### config.mk
export PLATFORM = sky130hd
export DESIGN_NAME = led_matrix_scanner_flat
export DESIGN_NICKNAME = d
export VERILOG_FILES = /design/src/rtl/led_matrix_scanner_if.sv /design/src/rtl/led_matrix_scanner.sv /design/src/flat_wrapper.sv
export SDC_FILE = /design/constraint.sdc
export NUM_CORES = 1
export LEC_CHECK = 0
export CAP_MARGIN = 20
export CORE_MARGIN = 2
export CORE_UTILIZATION = 30
export DETAILED_ROUTE_END_ITERATION = 10
export GPL_TIMING_DRIVEN = 0
export HOLD_SLACK_MARGIN = 0.02
export PLACE_DENSITY = 0.51
export SYNTH_ARGS = -nofsm -noshare
export SYNTH_HDL_FRONTEND = slang
export SYNTH_SLANG_ARGS = --single-unit
### constraint.sdc
create_clock -name clk -period 1.9 [get_ports clk]
set_input_delay 0.19 -clock clk [delete_from_list [all_inputs] [get_ports clk]]
set_output_delay 0.19 -clock clk [all_outputs]
set_load 0.005 [all_outputs]
### src/rtl/led_matrix_scanner_if.sv
// led_matrix_scanner_if
//   Bundles the map state published by game_core and the LED matrix drive
//   produced by led_matrix_scanner.
//   Map side (driven by master):
//     wall, box, destination : 64-bit bitmaps, cell index = row*8+col
//     man                    : 6-bit man cell index
//     win                    : level-complete flag
//   Display side (driven by slave):
//     row_sel     : one-hot row enable, bit r = row r
//     col_red     : red column drive, bit c = column c
//     col_green   : green column drive
//     frame_start : one-cycle pulse in the first cycle of each frame
//     blink       : debug view of the blink phase (1 = visible phase)
//   There is no handshake: the map is a level-valued bus that the scanner
//   samples once per frame, and the display outputs are free-running.
interface led_matrix_scanner_if;
  logic [63:0] wall;
  logic [63:0] box;
  logic [63:0] destination;
  logic [5:0]  man;
  logic        win;
  logic [7:0]  row_sel;
  logic [7:0]  col_red;
  logic [7:0]  col_green;
  logic        frame_start;
  logic        blink;

  modport master (
    output wall, box, destination, man, win,
    input  row_sel, col_red, col_green, frame_start, blink
  );

  modport slave (
    input  wall, box, destination, man, win,
    output row_sel, col_red, col_green, frame_start, blink
  );
endinterface

### src/rtl/led_matrix_scanner.sv
// led_matrix_scanner
//   Drives a row-multiplexed 8x8 red/green LED matrix from the Sokoban map.
//   The map is snapshotted once per frame (on the last cycle of row 7) so a
//   frame never tears. Each row is held ROW_DIV cycles; the first BLANK
//   cycles of each row keep the columns dark to avoid ghosting. The man and
//   uncovered destinations blink with a half-period of BLINK_FRAMES frames.
//   Ports:
//     clk : system clock
//     rst : synchronous active-high reset
//     bus : led_matrix_scanner_if.slave (map in, display out)
module led_matrix_scanner #(
  parameter int ROW_DIV      = 1024,
  parameter int BLANK        = 16,
  parameter int BLINK_FRAMES = 32
) (
  input  logic                  clk,
  input  logic                  rst,
  led_matrix_scanner_if.slave   bus
);

  localparam int DIV_W = (ROW_DIV > 2) ? $clog2(ROW_DIV) : 1;
  localparam int FRM_W = (BLINK_FRAMES > 2) ? $clog2(BLINK_FRAMES) : 1;
  localparam logic [DIV_W-1:0] DIV_MAX = DIV_W'(ROW_DIV - 1);
  localparam logic [DIV_W-1:0] BLANK_C = DIV_W'(BLANK);
  localparam logic [FRM_W-1:0] FRM_MAX = FRM_W'(BLINK_FRAMES - 1);

  logic [DIV_W-1:0] div_q, div_d;
  logic [2:0]       row_q, row_d;
  logic [FRM_W-1:0] frm_q, frm_d;
  logic             blink_q, blink_d;
  logic [63:0]      wall_s_q, wall_s_d;
  logic [63:0]      box_s_q, box_s_d;
  logic [63:0]      dest_s_q, dest_s_d;
  logic [5:0]       man_s_q, man_s_d;
  logic             win_s_q, win_s_d;
  logic             fs_q, fs_d;

  // Next-state: the row divider rolls the row counter, and the row 7 roll
  // is the frame boundary where the map is captured and blink advances.
  always_comb begin
    div_d    = div_q + DIV_W'(1);
    row_d    = row_q;
    frm_d    = frm_q;
    blink_d  = blink_q;
    wall_s_d = wall_s_q;
    box_s_d  = box_s_q;
    dest_s_d = dest_s_q;
    man_s_d  = man_s_q;
    win_s_d  = win_s_q;
    fs_d     = 1'b0;
    if (div_q == DIV_MAX) begin
      div_d = '0;
      row_d = row_q + 3'd1;
      if (row_q == 3'd7) begin
        wall_s_d = bus.wall;
        box_s_d  = bus.box;
        dest_s_d = bus.destination;
        man_s_d  = bus.man;
        win_s_d  = bus.win;
        fs_d     = 1'b1;
        if (frm_q == FRM_MAX) begin
          frm_d   = '0;
          blink_d = ~blink_q;
        end else begin
          frm_d = frm_q + FRM_W'(1);
        end
      end
    end
  end

  always_ff @(posedge clk) begin
    if (rst) begin
      div_q    <= '0;
      row_q    <= '0;
      frm_q    <= '0;
      blink_q  <= 1'b1;
      wall_s_q <= '0;
      box_s_q  <= '0;
      dest_s_q <= '0;
      man_s_q  <= '0;
      win_s_q  <= 1'b0;
      fs_q     <= 1'b0;
    end else begin
      div_q    <= div_d;
      row_q    <= row_d;
      frm_q    <= frm_d;
      blink_q  <= blink_d;
      wall_s_q <= wall_s_d;
      box_s_q  <= box_s_d;
      dest_s_q <= dest_s_d;
      man_s_q  <= man_s_d;
      win_s_q  <= win_s_d;
      fs_q     <= fs_d;
    end
  end

  // Column decode works purely from registered state, so the LED drive
  // never sees a combinational path from the live map inputs.
  logic [7:0] red_c, green_c;
  logic [5:0] idx;
  logic       lit, r_c, g_c;

  always_comb begin
    red_c   = '0;
    green_c = '0;
    idx     = '0;
    lit     = 1'b0;
    r_c     = 1'b0;
    g_c     = 1'b0;
    if (div_q >= BLANK_C) begin
      for (int c = 0; c < 8; c++) begin
        idx = {row_q, 3'(c)};
        r_c = 1'b0;
        g_c = 1'b0;
        // Priority: man, placed box, box, wall, empty destination.
        if (idx == man_s_q) begin
          r_c = blink_q;
          g_c = blink_q;
        end else if (box_s_q[idx] && dest_s_q[idx]) begin
          r_c = 1'b1;
          g_c = 1'b1;
        end else if (box_s_q[idx]) begin
          g_c = 1'b1;
        end else if (wall_s_q[idx]) begin
          r_c = 1'b1;
        end else if (dest_s_q[idx]) begin
          g_c = blink_q;
        end
        lit = (idx == man_s_q) | box_s_q[idx] | wall_s_q[idx] | dest_s_q[idx];
        // On a win every occupied cell glows solid green.
        if (win_s_q) begin
          r_c = 1'b0;
          g_c = lit;
        end
        red_c[c]   = r_c;
        green_c[c] = g_c;
      end
    end
  end

  assign bus.row_sel     = 8'b1 << row_q;
  assign bus.col_red     = red_c;
  assign bus.col_green   = green_c;
  assign bus.frame_start = fs_q;
  assign bus.blink       = blink_q;

endmodule

### src/flat_wrapper.sv
// flat-port wrapper written by rule: the top's interface ports become plain ports
module led_matrix_scanner_flat 
#(
  parameter int ROW_DIV      = 1024,
  parameter int BLANK        = 16,
  parameter int BLINK_FRAMES = 32
)
  (clk, rst, bus_wall, bus_box, bus_destination, bus_man, bus_win, bus_row_sel, bus_col_red, bus_col_green, bus_frame_start, bus_blink);
  led_matrix_scanner_if bus_i ();
  input  logic clk;
  input  logic rst;
  input wire logic [$bits(bus_i.wall)-1:0] bus_wall;
  input wire logic [$bits(bus_i.box)-1:0] bus_box;
  input wire logic [$bits(bus_i.destination)-1:0] bus_destination;
  input wire logic [$bits(bus_i.man)-1:0] bus_man;
  input wire logic [$bits(bus_i.win)-1:0] bus_win;
  output wire logic [$bits(bus_i.row_sel)-1:0] bus_row_sel;
  output wire logic [$bits(bus_i.col_red)-1:0] bus_col_red;
  output wire logic [$bits(bus_i.col_green)-1:0] bus_col_green;
  output wire logic [$bits(bus_i.frame_start)-1:0] bus_frame_start;
  output wire logic [$bits(bus_i.blink)-1:0] bus_blink;
  assign bus_i.wall = bus_wall;
  assign bus_i.box = bus_box;
  assign bus_i.destination = bus_destination;
  assign bus_i.man = bus_man;
  assign bus_i.win = bus_win;
  assign bus_row_sel = bus_i.row_sel;
  assign bus_col_red = bus_i.col_red;
  assign bus_col_green = bus_i.col_green;
  assign bus_frame_start = bus_i.frame_start;
  assign bus_blink = bus_i.blink;
  led_matrix_scanner #(.ROW_DIV(ROW_DIV), .BLANK(BLANK), .BLINK_FRAMES(BLINK_FRAMES)) u_core (.clk(clk), .rst(rst), .bus(bus_i));
endmodule
---- Word-level counts from Yosys, hierarchy flattened ----
Cells that the tools add are included.
operators by class
  $add $sub $neg .......................... 3
  order comparisons ....................... 9
  equality and inequality tests ........... 11
  shifts and indexed selects .............. 1
  muxes and demuxes ....................... 140
  bitwise operators ....................... 26
  reduce and logical (&&, ||, !) cells .... 12
operators by type and width
  operator                 count
  $mux W1                  113
  $bmux W1 S3              24
  $lt A6 B7 Y1 const B     8
  $eq A6 B6 Y1             8
  $or A1 B1 Y1             24
  $mux W8                  2
  $add A10 B1 Y10 const B  1
  $eq A10 B10 Y1 const B   1
  $ge A10 B5 Y1 const B    1
  $logic_and A1 B1 Y1      8
  $shl A1 B3 Y8 const A    1
  $add A5 B1 Y5 const B    1
  $eq A5 B5 Y1 const B     1
  $mux W5                  1
  $reduce_or A2 Y1         2
  $add A3 B1 Y3 const B    1
  $eq A3 B3 Y1 const B     1
  $reduce_and A3 Y1        1
  $not A1 Y1               2
  $reduce_and A2 Y1        1
storage, ports and cells
  bits in registers ....................... 219
  input port bits ......................... 201
  logic and storage cells ................. 212

---- Depth between registers and ports, before layout ----
Gate-level depths: netlist (run 1).
  word-level depth ........................ 9
  depth in mapped cells ................... 9
  mapped depth without buffers ............ 7

---- Worst setup path before layout (run 1) ----
No wires, ideal clock.
  path kind ............................... register to register
  from .................................... register u_core.row_q[0]
  to ...................................... register u_core.box_s_q[47]
  arrival ................................. 1922 ps
  data required time ...................... 1830 ps
  setup slack ............................. -92 ps
  cell stages (with the launch flop) ...... 10
  path buffers ............................ 3
  cell sequence ........................... dfxtp_1 > ha_1 > ha_1 > and4_1 > nand4_1 > buf_2 > clkbuf_1 > clkbuf_1 > nand2_1 > a21oi_1
between the ends
  word-level cells in the longest chain between the ends .. 2
ends and longest elaborated chain
  element                      line                      RTL
  from (decl)                  led_matrix_scanner.sv:28  logic [2:0] row_q, row_d;
  from (signal assigned)       led_matrix_scanner.sv:85  row_q <= row_d;
  $eq A3 B3 Y1                 led_matrix_scanner.sv:54  if (row_q == 3'd7) begin
  $reduce_and A2 Y1 (no line)  n/a
  to (signal assigned)         led_matrix_scanner.sv:89  box_s_q <= box_s_d;
  to (decl)                    led_matrix_scanner.sv:32  logic [63:0] box_s_q, box_s_d;
Every way passes these cells.
A chain may end at the register's enable or synchronous reset.

---- Worst setup path in the final report (run 1) ----
  from .................................... register u_core.row_q[2]
  to ...................................... output port bus_col_red[4]
between the ends
  word-level cells in the longest chain between the ends .. 8
  elaborated cells on any way between the ends .. 14
  classes of those cells .................. eq/ne: 1; mux: 12; reduce/logical: 1
ends and longest elaborated chain
  element                        line                       RTL
  $bmux W1 S3                    led_matrix_scanner.sv:124  end else if (wall_s_q[idx]) begin
  $mux W1 (implied by the code)  led_matrix_scanner.sv:124
  $mux W1                        led_matrix_scanner.sv:124
  $mux W1                        led_matrix_scanner.sv:122  end else if (box_s_q[idx]) begin
  $mux W1                        led_matrix_scanner.sv:119  end else if (box_s_q[idx] && dest_s_q[idx]) begin
  $mux W1 *                      led_matrix_scanner.sv:116  if (idx == man_s_q) begin
  $mux W1 *                      led_matrix_scanner.sv:131  if (win_s_q) begin
  $mux W8 *                      led_matrix_scanner.sv:110  if (div_q >= BLANK_C) begin
  to (decl)                      flat_wrapper.sv:18         output wire logic [$bits(bus_i.col_red)-1:0] bus_col_red;
Every way passes the cells marked *; elsewhere a longest branch is shown, timed or not. The select of a mux whose other input is x is not followed.

==> metrics list, run 1 <==
- Most common cell after layout, fill and taps aside: sky130_fd_sc_hd__nand2_1
* Share of post-route cells with drive strength above 1: 20.84%
* Max stage delay cell, worst path: sky130_fd_sc_hd__or4_4
- The final-report max-slew violation count came to 0.
- Clock root buffer: sky130_fd_sc_hd__clkbuf_16
* Number of input and output port buffers inserted: 225
- Synthesis-to-finish area growth: 52.35%
- For this design the total switching power over the nets is 0.002210 W.
- Maximum number of pins on one net before global-route repair: 15
* Synth Instances: 1,181
- Switching share of power: 21.85%
- Sink Count: 219
* 1st-iter DRT viols: 606
- Average instance area after synthesis: 8.325 µm²
- Synthesis produced a netlist with a net count of 1,392.
- Final critical delay including setup and external delays: 2855 ps
- Worst EP arrival: 2660 ps
- Required time at the endpoint of the critical path: 1710 ps
* Type of element capturing the critical path: primary output
- Power share of the sequential group: 45.5%
* Detail-routed via count per cell: 4.822
- Antenna violations before repair: 0
- TritonCTS built the clock tree.
* Critical path class: flip-flop to primary output
- The pre-antenna-repair detailed-routing pass consisted of 5 iterations.
- The netlist uses 46 different library cells.
* Worst slew pin tran: 708.2 ps
- Final weighted congestion in routability-driven placement: 0.8430
- In this run, the clock network consumes 49.0% of the power.
- Across all hold checks on the routed design, the worst slack comes to 201.8 ps.
* Drc violations: 0
- Across every metal layer, demand over resource in global routing totals 21.03%.
- Across the run, the number of max-cap violations was 0.
- Global-route wire length before repair: 54.05 mm
- Fin. Hold Viols: 0
- Counting along the longest clock path gives a buffer depth of 3.
* Vias in the first global route: 9,295
* Worst rel slew slack: 52.78%
- The internal power of the cells totals 0.007907 W.
- Summed over all cells, the static leakage comes to 5.239 nW.
- Setup repair after global routing could not meet its margin everywhere.
- The worst setup path is launched from a flip-flop.
* Number of cells in the finished layout apart from fillers: 1,939
- Final critical-path share of the clock period: 150.2%
* Critical Path Max Stage Delay: 550 ps
- Of the synthesized area, sequential elements account for 44.59%.
* Nets@finish: 1,690
- Number of H-tree levels: 1
- Across the routed clock network, the largest skew measured is 25.49 ps.
- Hold buffer count at CTS: 0
- Total wirelength of the detailed-routed design: 36.54 mm
- Ratio of total power to cell area: 675.4 nW/µm²
- Relative contribution of combinational cells to total power: 5.5%
- Along the worst path, the maximum fanout reaches 8.
* Core region area: 32,370 µm²
* Final antenna diode count: 0
- The routed layout has 9,349 vias.
* Warnings from Yosys: 0
- Layout fillers: 3,188
* Commonest cells after routing, fill and taps aside: sky130_fd_sc_hd__nand2_1 (419), sky130_fd_sc_hd__dfxtp_1 (214), sky130_fd_sc_hd__a21oi_1 (212)
- Prior to clock tree synthesis, the placed netlist has a worst setup slack of -1172 ps.
- Die H: 185.0 µm
- Clock-pin slew on the worst setup and hold paths: 60 ps
- Chip Width: 185.0 µm
* Class of the tightest hold or removal check: input pin to flip-flop
- IR Drop Worst-Case VDD: 535.1 µV
- Proportion of register bits with asynchronous set or reset after synthesis: 0%
- I/O pins: 227
- Critical-path cell list: buf_8, xor2_4, or4_4, buf_6, nor3b_4, nand2_1, a21oi_2, buf_2
* Cell total after placement: 1,848
- Die footprint: 34,240 µm²
* Post-layout power: 0.01012 W
- Violations in the final reports: setup timing
* Smallest setup slack after layout: -954.7 ps
- Mean routed wirelength per cell: 18.84 µm
* Standard-cell row count: 66
- Finish-stage setup viols: 227
- Max Freq: 350.3 MHz
- Detail Route Antenna Nets: 0
* Congestion Overflow GR: 0
- Most instantiated flip-flop cell in the synthesis netlist: sky130_fd_sc_hd__dfxtp_1
* Number of synthesized flops with an enable pin: 0
- TritonCTS Buffers: 24
* Starting density of the core: 30.37%
- Post-detail-place hpwl: 26.94 mm
- Cell Area, Synth: 9832 µm²
* Clock insertion delay at the later pin of the skew report: 540 ps
- Number of flip-flops and latches in the synthesized netlist: 219
* Status: complete, but fails checks
cells by family after synthesis:
group	count (synthesis)	share of synthesized area [%]
AOI/OAI and AO/OA	259	13.93
xor gates and xnor gates	12	1.145
adders and majority gates	10	1.273
buffers and inverters	98	4.581
DFF	219	44.59
muxes	77	13.35
and+or+nand+nor	506	21.12
sequential cells by signal, indices dropped and copies added (netlist names):
register                count
u_core.bus.frame_start      1
u_core.man_s_q              6
u_core.div_q               10
u_core.frm_q                5
u_core.wall_s_q            64
u_core.dest_s_q            64
u_core.box_s_q             64
u_core.bus.blink            1
u_core.win_s_q              1
u_core.row_q                3
path summary, 6_finish.rpt:
path                                          from                               end  slack [ps]  cells after the start
hold reg to reg   u_core.dest_s_q[27]$_SDFFE_PP0P_  u_core.dest_s_q[27]$_SDFFE_PP0P_         450                      2
setup reg to reg      u_core.row_q[1]$_SDFFE_PP0P_      u_core.frm_q[2]$_SDFFE_PP0P_        -280                      8
setup / recovery      u_core.row_q[2]$_SDFFE_PP0P_                    bus_col_red[4]        -950                      8
hold / removal                         bus_box[32]   u_core.box_s_q[32]$_SDFFE_PP0P_         200                      3
power by group through the flow:
stage	Combinational, W	Sequential (W)	Clock (W)
finish	0.000556	0.00460	0.00496
global route	0.000590	0.00460	0.00522
CTS	0.000560	0.00460	0.00504
detailed placement	0.000560	0.00470	0
global placement	0.000563	0.00470	0
floorplan	0.0000797	0.00470	0
cells in the mapped netlist (7+ instances only):
library cell / instances / area share [%]
sky130_fd_sc_hd__ha_1: 10 / 1.3
sky130_fd_sc_hd__nand2_1: 423 / 16
sky130_fd_sc_hd__o21ai_0: 10 / 0.51
sky130_fd_sc_hd__nand3_1: 7 / 0.36
sky130_fd_sc_hd__o31ai_1: 8 / 0.61
sky130_fd_sc_hd__mux4_2: 42 / 9.6
sky130_fd_sc_hd__nor2_1: 35 / 1.3
sky130_fd_sc_hd__xor2_1: 7 / 0.62
sky130_fd_sc_hd__mux2i_1: 22 / 2.2
sky130_fd_sc_hd__dfxtp_1: 219 / 45
sky130_fd_sc_hd__clkbuf_1: 48 / 1.8
sky130_fd_sc_hd__mux2_2: 13 / 1.5
sky130_fd_sc_hd__a21oi_1: 221 / 11
sky130_fd_sc_hd__buf_2: 33 / 1.7
routing by layer:
layer  vias up  global-route usage, %  share of wire (%)
met1      4423                  28.76                 45
met5         -                      0                  0
met3        45                  3.185                5.6
met2       282                  34.79                 47
met4         0                  5.238                2.3
li1       4599                      -                  -
per-stage QoR:
| stage | instance area (µm²) | TNS (ps) | util [%] |
|---|---|---|---|
| finish | 14980 | -46380 | 46.27 |
| floorplan | 9854 | -540.2 | - |
| detailed placement | 12660 | -98660 | 39.11 |
| global placement | 12660 | -95760 | 39.11 |
| global route | 14980 | -70800 | 46.27 |
| CTS | 14900 | -39460 | 46.02 |
layout make-up:
| type | instances | area [µm²] | share of cell area, % |
|---|---|---|---|
| repair buffers | 275 | 2716 | 18.13 |
| well taps | 442 | 553.0 | 3.692 |
| clock inverters | 14 | 172.7 | 1.153 |
| clock buffers | 30 | 673.1 | 4.494 |
| plain buffers | 87 | 902.1 | 6.022 |
| flip-flops and latches | 219 | 4395 | 29.34 |
| inverters | 8 | 58.81 | 0.3926 |
| multi-input cells | 864 | 5508 | 36.77 |
worst max-delay path: cells and delay by family (launching register included):
| family | cells | cell delay [ps] |
|---|---|---|
| AO/OA/AOI/OAI | 1 | 240 |
| XOR/XNOR | 1 | 170 |
| buffers and inverters | 3 | 440 |
| flip-flops | 1 | 330 |
| AND/OR/NAND/NOR | 3 | 940 |
repair_timing:
item | 4_1_cts | 5_1_grt
endpoints found under the setup margin | 230 | 228
buffers inserted | 44 | 5
pin swaps | 36 | 24
hold endpoints to repair | 0 | 0
resized for setup | 315 | 29
cloned | 3 | 0
Power figures use the tool's default switching activity.
==> run 2, diff against run 1 <==
--- a/config.mk
+++ b/config.mk
@@ -5,6 +5,7 @@
 export SDC_FILE = /design/constraint.sdc
 export NUM_CORES = 1
 export LEC_CHECK = 0
+export ABC_AREA = 1
 export CAP_MARGIN = 20
 export CORE_MARGIN = 2
 export CORE_UTILIZATION = 30
==> metrics list, run 2 <==
- Share of post-route cells with drive strength above 1: 22.43%
- On the worst path, the slowest cell contributes a delay of 330 ps.
* Unrepaired setup endpoints after global routing: true
* Share of power burned in the clock network: 48.2%
* Violations in the final reports: setup timing
- Cell Area, Synth: 10,430 µm²
- Worst slew pin tran: 624.8 ps
- Sink Count: 219
- Finish-stage setup viols: 22
- The number of antenna violations at the first check in global routing is 1.
* Post-synthesis sequential area ratio: 42.05%
- Leaving out fill and tap cells, the most frequent cell in the layout is sky130_fd_sc_hd__nor2_1.
- Once layout is complete, the cells apart from fillers number 2,302.
- TritonCTS built the clock tree.
* Worst rel slew slack: 58.35%
* Smallest setup slack after layout: -690.8 ps
- Critical-path cell list: buf_12, buf_12, buf_8, buf_12, a21oi_2, o21ai_2, nand2_1, nand2_1, nand2_2, nor2_1, nand2_1, nand2_1, nor2_2, buf_2
- Worst EP arrival: 2400 ps
- Vias in the first global route: 10,920
* Switching power: 0.002302 W
* Detail-routed via count per cell: 4.871
- Together, buffers and inverters on the worst path number 5.
- Synth Instances: 1,527
* Synth area leaders: sky130_fd_sc_hd__dfxtp_1 (42%), sky130_fd_sc_hd__o21ai_0 (11%), sky130_fd_sc_hd__nor2_1 (9.5%)
* Final critical-path share of the clock period: 136.4%
- Cell type with the largest total area after synthesis: sky130_fd_sc_hd__dfxtp_1
* Ratio of total power to cell area: 630.6 nW/µm²
- In this run the worst path has a maximum fanout of 6.
- The initial utilization of the core area, before any placement, comes to 30.33%.
- Leaving out fill and tap cells, the most frequent cells in the layout are sky130_fd_sc_hd__nor2_1 (216), sky130_fd_sc_hd__dfxtp_1 (214), sky130_fd_sc_hd__nand2_1 (210).
* Most instantiated flip-flop cell in the synthesis netlist: sky130_fd_sc_hd__dfxtp_1
- The first global-routing pass estimated 63.74 mm of wire.
- Max-cap violations in this run came to 0.
- Per report_power, the sequential group accounts for 45.4% of the total.
* Vias after detailed routing: 11,210
- Summed over its instances, the top area cell type makes up 42.05% of the synthesized netlist area.
- Most instantiated cells after synthesis: sky130_fd_sc_hd__nor2_1 (265), sky130_fd_sc_hd__nand2_1 (263), sky130_fd_sc_hd__o21ai_0 (237), sky130_fd_sc_hd__dfxtp_1 (219), sky130_fd_sc_hd__inv_1 (154)
* Required time at the endpoint of the critical path: 1710 ps
- Final weighted congestion in routability-driven placement: 0.8361
* Top Registers: u_core.box_s_q (64), u_core.dest_s_q (64), u_core.wall_s_q (64)
- For this block, the initial DRC count from the detailed router was 890.
* Post-layout power: 0.01012 W
* I/O pins: 227
- Status: complete, but fails checks
- Compared with the post-synthesis result, the final layout area differs by 53.91%.
* Average instance area after synthesis: 6.828 µm²
- Final core utilization: 46.68%
- IR analysis of the VDD net gives a maximum drop of 556.7 µV.
* Mean routed wirelength per cell: 18.88 µm
* Relative contribution of combinational cells to total power: 6.4%
* Number of nets in the synthesized netlist: 1,738
* Critical path class: flip-flop to primary output
* Cell total after placement: 2,208
* Number of flip-flops and latches in the synthesized netlist: 219
- Clock-pin slew was measured on the worst setup and hold paths at 60 ps.
- After detailed routing, the number of remaining DRC violations is 0.
- Most common cell on crit path: sky130_fd_sc_hd__nand2_1
- Final count of pins violating max slew: 0
* Layout fillers: 3,491
- On the critical path, the stage with the largest delay is an instance of sky130_fd_sc_hd__dfxtp_2.
- sky130_fd_sc_hd__nor2_1 is the most common cell in the netlist.
* Congestion Overflow GR: 0
- Warnings from Yosys: 0
- Startpoint types: flip-flop
* Number of input and output port buffers inserted: 226
- Library cells used by synthesis: 28
* Total wirelength of the detailed-routed design: 43.46 mm
- Leak pwr: 6.376 nW
* Clock root buffer: sky130_fd_sc_hd__clkbuf_16
- Yosys mapped a number of flops with a built-in enable equal to 0.
- Type of element capturing the critical path: primary output
- Buffers inserted to repair hold after CTS numbered 0.
* Maximum clock skew at final layout: 15.41 ps
* Standard-cell row count: 68
- Final critical delay including setup and external delays: 2591 ps
- Maximum number of pins on one net before global-route repair: 15
* TritonCTS Buffers: 25
- Net switching is 22.75% of the power.
* Post-detail-place hpwl: 30.47 mm
- The die is 190.4 µm tall.
- Clock insertion delay at the later pin of the skew report: 540 ps
- The first TritonRoute pass finished after 5 iterations.
- Number of H-tree levels: 1
- Once detail routing completed, the nets flagged for antenna violations numbered 0.
* Fin. Hold Viols: 0
- Global routing used 23.16% of the available tracks across all layers.
- In the synthesized netlist the async set-or-reset flop fraction comes to 0%.
* Largest delay contributor family on the critical path: buffers and inverters
* Int Power: 0.007818 W
- Static timing analysis puts the maximum clock frequency at 386.0 MHz.
- The die is 190.4 µm wide.
- Core region area: 34,370 µm²
- Die footprint: 36,260 µm²
- Class of the tightest hold or removal check: input pin to flip-flop
- Nets@finish: 2,039
- Longest Clk Path Bufs: 3
[run 2: per-stage QoR]
step | hold slack (ps) | cell area, µm² | setup TNS, ps | worst slack [ps]
after floorplan | 262.4 | 10430 | 0 | 288.4
after global placement | 438.4 | 13260 | -125760 | -1082
after detailed placement | 445.1 | 13260 | -137870 | -1097
after CTS | 215.4 | 15430 | -11540 | -669.8
after global routing | 242.8 | 16050 | -13940 | -737.7
final | 228.7 | 16050 | -10450 | -690.8
[run 2: final cells by class]
type	count	area [µm²]	area share, %
multi-input combinational	1048	5786	36.05
timing repair buffer	275	2885	17.98
inverter	156	601.8	3.750
antenna	1	2.502	0.01559
buffer	103	984.7	6.136
tap	455	569.3	3.548
clock inverter	15	145.1	0.9045
clock buffer	30	674.4	4.203
sequential	219	4398	27.41
[run 2: tightest hold or removal path: stages]
cell and delay (ps):
sky130_fd_sc_hd__clkdlybuf4s50_1 400, sky130_fd_sc_hd__nor2_1 100, sky130_fd_sc_hd__nor2_1 40
[run 2: power groups by stage]
stage,clock network (W),registers [W],logic [W]
after global placement,0,0.00470,0.000609
after global routing,0.00514,0.00460,0.000688
after CTS,0.00494,0.00460,0.000620
final,0.00487,0.00460,0.000646
after detailed placement,0,0.00470,0.000604
after floorplan,0,0.00470,0.000105
[run 2: cells by family after synthesis]
group	count (synthesis)	synth area share (%)
simple gates	597	22.84
compound gates	433	22.06
buf+inv	262	11.35
flops	219	42.05
fa+ha+maj	10	1.200
xor+xnor	6	0.5040
[run 2: metal layers]
metal / vias to the layer above / global-route usage [%] / share of wire (%) / routed length [µm]
met2: 367 / 36.49 / 45 / 19580
met4: 0 / 7.633 / 3.1 / 1345
met3: 66 / 3.441 / 6.8 / 2954
li1: 5553 / - / - / -
met5: - / 0 / 0 / 0
met1: 5226 / 32.34 / 45 / 19580
[run 2: timing repair]
| item | 4_1_cts | 5_1_grt |
|---|---|---|
| endpoints found under the setup margin | 225 | 221 |
| gates cloned | 12 | 6 |
| endpoints found under the hold margin | 0 | 0 |
| setup buffers | 26 | 9 |
| gates resized for setup | 402 | 211 |
| pin swaps | 82 | 69 |
[run 2: worst paths after layout]
| check | start | end | slack, ps | depth (start not counted) |
|---|---|---|---|---|
| setup / recovery | u_core.row_q[0]$_SDFFE_PP0P_ | bus_col_green[4] | -690 | 14 |
| hold / removal | bus_wall[2] | u_core.wall_s_q[2]$_SDFFE_PP0P_ | 230 | 3 |
| setup reg to reg | u_core.div_q[1]$_SDFF_PP0_ | u_core.dest_s_q[32]$_SDFFE_PP0P_ | 30 | 11 |
| hold reg to reg | u_core.wall_s_q[8]$_SDFFE_PP0P_ | u_core.wall_s_q[8]$_SDFFE_PP0P_ | 450 | 2 |
